**src/rtl/seq_table.sv**
```systemverilog
// Per-source expected-sequence register file: one combinational read port with
// write-through bypass and one write port driven from the pipeline stage.
module seq_table #(
   parameter int Entries   = 4,
   parameter int AddrWidth = 2,
   parameter int SeqWidth  = 8
) (
   input  logic                 clk,
   input  logic                 rst,
   input  logic [AddrWidth-1:0] rd_addr,
   output logic [SeqWidth-1:0]  rd_data,
   input  logic                 wr_en,
   input  logic [AddrWidth-1:0] wr_addr,
   input  logic [SeqWidth-1:0]  wr_data
);

   logic [SeqWidth-1:0] mem [Entries];

   always_ff @(posedge clk or posedge rst) begin
      if (rst) begin
         for (int i = 0; i < Entries; i++) mem[i] <= '0;
      end else if (wr_en && (int'(wr_addr) < Entries)) begin
         mem[wr_addr] <= wr_data;
      end
   end

   // A back-to-back flit from the same source must see the entry being written now.
   always_comb begin
      rd_data = '0;
      if (wr_en && (wr_addr == rd_addr)) rd_data = wr_data;
      else if (int'(rd_addr) < Entries)  rd_data = mem[rd_addr];
   end

endmodule

```
**config.mk**
```make
export PLATFORM = sky130hd
export DESIGN_NAME = seq_table
export DESIGN_NICKNAME = d
export VERILOG_FILES = /design/src/rtl/seq_table.sv
export SDC_FILE = /design/constraint.sdc
export NUM_CORES = 1
export LEC_CHECK = 0
export ABC_AREA = 1
export CAP_MARGIN = 20
export CORE_MARGIN = 8
export CORE_UTILIZATION = 49
export DETAILED_ROUTE_END_ITERATION = 7
export PLACE_DENSITY = 0.76
export SLEW_MARGIN = 20
export SYNTH_ARGS = -nofsm -noshare
export SYNTH_HDL_FRONTEND = slang
export SYNTH_SLANG_ARGS = --single-unit
```
**constraint.sdc**
```tcl
create_clock -name clk -period 0.85 [get_ports clk]
set_clock_uncertainty 0.15 [all_clocks]
set_input_delay 0.085 -clock clk [delete_from_list [all_inputs] [get_ports clk]]
set_output_delay 0.085 -clock clk [all_outputs]
set_load 0.01 [all_outputs]
```
==> impl_results.rst <==
.. list-table::
   :header-rows: 1

   * - Metric
     - Value
   * - Number of antenna violations at the first check in global routing
     - 0
   * - Actual slew at the worst max-slew pin
     - 0.241 ns
   * - RR Startpoint
     - mem[17]
   * - Area of all placed cells without fillers
     - 2810 sq um
   * - Sequential cell area
     - approximately 800 sq um
   * - Clock period minus worst slack
     - 1.47 ns
   * - Worst hold path type
     - primary input to asynchronous set/reset pin
   * - Worst path required time
     - approximately 0.61 ns
   * - Max reg flops
     - 32
   * - Max VDD drop
     - between 0.001 and 0.0015 V
   * - Number of primary I/O pins
     - 23
   * - Count of flip-flops with a built-in enable after synthesis
     - 0
   * - TritonRoute pass-1 iters
     - 4
   * - Cell with the most instances after synthesis
     - nand2_1
   * - Crit. Startpoint
     - mem[6]
   * - Area of the mapped netlist
     - ~1800 sq um
   * - Crit path max fanout
     - 2
   * - Count of antenna-violating nets left after detailed routing
     - 0
   * - Max-slew violation total from the final report
     - 0
   * - Largest regs
     - mem (32)
   * - Class of the most critical setup path
     - flip-flop to output port
   * - Leading cell types by count after synthesis
     - nand2_1 (92), inv_1 (42), dfrtp_1 (32)
   * - Maximum number of pins on one net before global-route repair
     - 20
   * - Reg2reg end
     - mem[17]
   * - Number of warning messages in the yosys log
     - 0
   * - Clock slew seen by the registers of the worst setup and hold paths
     - roughly 0.07 ns
   * - Kind of capture point of the worst setup path
     - output port
   * - Synthesized net count
     - about 260
   * - Simple-gate portion of the synthesized area
     - 0.307
   * - Setup WS pre-CTS
     - -1.27 ns
   * - Area share of the leading cell type in the synthesized netlist
     - 0.437
   * - Fraction of registers with async set/reset
     - 1.00
   * - Portion of the post-synthesis area used by sequential elements
     - 0.437
   * - Leading cell types by total area after synthesis
     - dfrtp_1 (44%), nand2_1 (19%), inv_1 (8.6%), o21ai_2 (7.7%), nand3_1 (4.4%)
   * - Vias after detailed routing
     - around 1,900
   * - Count of antenna diodes in the layout
     - 0
   * - Weighted congestion reported at the end of routability-driven placement
     - 0.842
   * - Adder-cell share of the synthesized area
     - 0
   * - Primary flip-flop cell chosen by synthesis mapping
     - dfrtp_1
   * - TritonCTS buffer count
     - 5
   * - Delay of the slowest cell on the worst path
     - approximately 0.4 ns
   * - First-pass GRT wire length
     - between 7 and 8 mm
   * - Main combinational cell family by area after synthesis
     - simple AND/OR/NAND/NOR gates
   * - Static Leak
     - approximately 1.5 nW
   * - Multi-input combinational cell area
     - roughly 970 sq um
   * - Via count of the first global-routing pass
     - roughly 1,700
   * - Starting Density
     - 0.504
   * - Number of design rule violations left after detail routing
     - 0
   * - Area Overhead vs Synth
     - 53.6%
   * - Reg2Reg Depth
     - 4
   * - Peak Freq
     - between 0.6 and 0.7 GHz
   * - Arrival time at the worst endpoint
     - approximately 1.2 ns
   * - Die Wd
     - between 70 and 80 microns
   * - Portion of netlist area occupied by mux cells
     - 0
   * - DP HPWL
     - around 3.2 mm
   * - Complex-gate fraction of the synthesized area
     - 0.120
   * - Post-layout util
     - 0.774
   * - Area share of xor/xnor cells in the synthesized design
     - 0
   * - Area of the core
     - 3630 sq um
   * - Syn_area_per_cell
     - between 7 and 8 sq um
   * - Final-report hold violation count
     - 0
   * - Total of flip-flops plus latches after synthesis
     - 32
   * - Maximum clock path buffer count
     - 2
   * - Power density of the placed cells
     - 1830 nW/um^2
   * - Final hold slack
     - approximately 0.033 ns
   * - Result of the run
     - finished with violations
   * - Violated checks
     - negative setup slack
   * - End point of the critical path
     - rd_data[6]
   * - Fraction of final layout cells sized beyond drive strength 1
     - 0.468
   * - Register-to-register path setup slack
     - -0.11 ns
   * - Total of max-cap violations
     - 0
   * - Die outline area
     - 5950 sq um
   * - Cell area after placement
     - ~2300 sq um
   * - Nets
     - between 300 and 400
   * - # fillers
     - between 200 and 300
   * - CTS tree
     - built
   * - Congestion Overflow GR
     - 0
   * - Unrepaired setup endpoints after global routing
     - yes
   * - Number of standard-cell rows in the floorplan
     - 22
   * - Post-synthesis instance total
     - between 200 and 250
   * - Relative slew slack
     - 0.839
   * - Buffers on Ports
     - 22
   * - Distinct cells, synth
     - 18
   * - Library cell used as clock root buffer
     - clkbuf_8
   * - Ratio of routed vias to standard cells
     - 5.20
   * - Final clock period utilization by the worst path
     - 1.73
   * - Leading area contributor after synthesis
     - dfrtp_1
   * - Clock sinks
     - 32
   * - Hold buffer count at cts
     - 0
   * - Detailed Route WL
     - roughly 5.8 mm
   * - Final setup slack of the worst path
     - -0.624 ns
   * - Number of setup violations in the final report
     - 21
   * - Largest reg by FF count
     - mem
   * - Ordered list of cells on the worst path
     - inv_1, nand2_1, nand3_1, nand2_1, nand2_2, nand2_2, buf_6
   * - Wire length per cell after detailed routing
     - around 16 microns
   * - H-Tree Level Count
     - 2
   * - Clock latency on the worst-skew pair
     - 0.28 ns
   * - Startpoint type of the worst setup path
     - flip-flop
   * - Total track usage
     - 0.165
   * - Critical path's slowest cell
     - dfrtp_1
   * - DRT iter0 DRCs
     - 179
   * - Die Height
     - around 77 microns
## where the power goes
| group | total [mW] | switching, mW | internal, mW | leakage, nW |
|---|---|---|---|---|
| Combinational | 1.64 | 0.844 | 0.800 | 1.00 |
| Clock | 1.59 | 0.559 | 1.03 | 0.0645 |
| Sequential | 1.91 | 0.148 | 1.77 | 0.399 |
| Total | 5.15 | 1.55 | 3.60 | 1.47 |
## metrics by stage
step	setup TNS (ns)	cells	total power, mW
final	-4.88	356	5.15
after global routing	-5.63	356	5.39
after CTS	-4.33	347	4.86
after detailed placement	-30.33	326	3.14
after global placement	-29.92	326	3.10
after floorplan	-0.696	242	2.67
## per-layer routing
metal / track usage / vias to the layer above / part of all wire
met3: 0.0536 / 16 / 0.071
met5: 0 / - / 0
li1: - / 882 / -
met4: 0.0585 / 0 / 0.026
met1: 0.210 / 884 / 0.43
met2: 0.254 / 69 / 0.48
## final cells by class
class,instances,area share
clock buffer,7,0.0343
clock inverter,1,0.0107
inverter,44,0.0654
multi-input combinational,159,0.345
sequential,32,0.285
tap,48,0.0214
timing repair buffer,65,0.239
## placed cells by master, fill, tap and decap left out, drive strengths merged
cell           instances
clkdlybuf4s15          2
nand4                  8
bufinv                 1
clkinvlp               1
dlymetal6s2s           1
nand2                 98
buf                   54
dlygate4sd2            1
nor2                   2
o21ai                 32
inv                   43
clkdlybuf4s50          7
clkbuf                 7
dfrtp                 32
nand3                 19
## worst min-delay path by stage
stage	from	end	slack, ns	cells after the start
floorplan	rst	mem[0]	-0.14	1
global placement	mem[9]	mem[9]	0.31	2
detailed placement	mem[19]	mem[19]	0.32	2
CTS	rst	mem[26]	0.03	3
global route	rst	mem[5]	0.05	3
finish	rst	mem[10]	0.03	3
## logic make-up after synthesis
group                  count (synthesis)
AND/OR/NAND/NOR                      126
buffers and inverters                 52
flip-flops                            32
AO/OA/AOI/OAI                         32
## critical path, delay by kind of cell (launching register included)
kind	cells	cell delay, ns
simple gates	5	0.36
flops	1	0.40
buf+inv	2	0.20
## repair_timing
item                       CTS  global route
gates cloned                 1             1
setup buffers               13            10
pin swaps                   31            16
setup endpoints to repair   40            33
resized for setup           71            49
No activity file was read; power rests on OpenSTA's default activity.
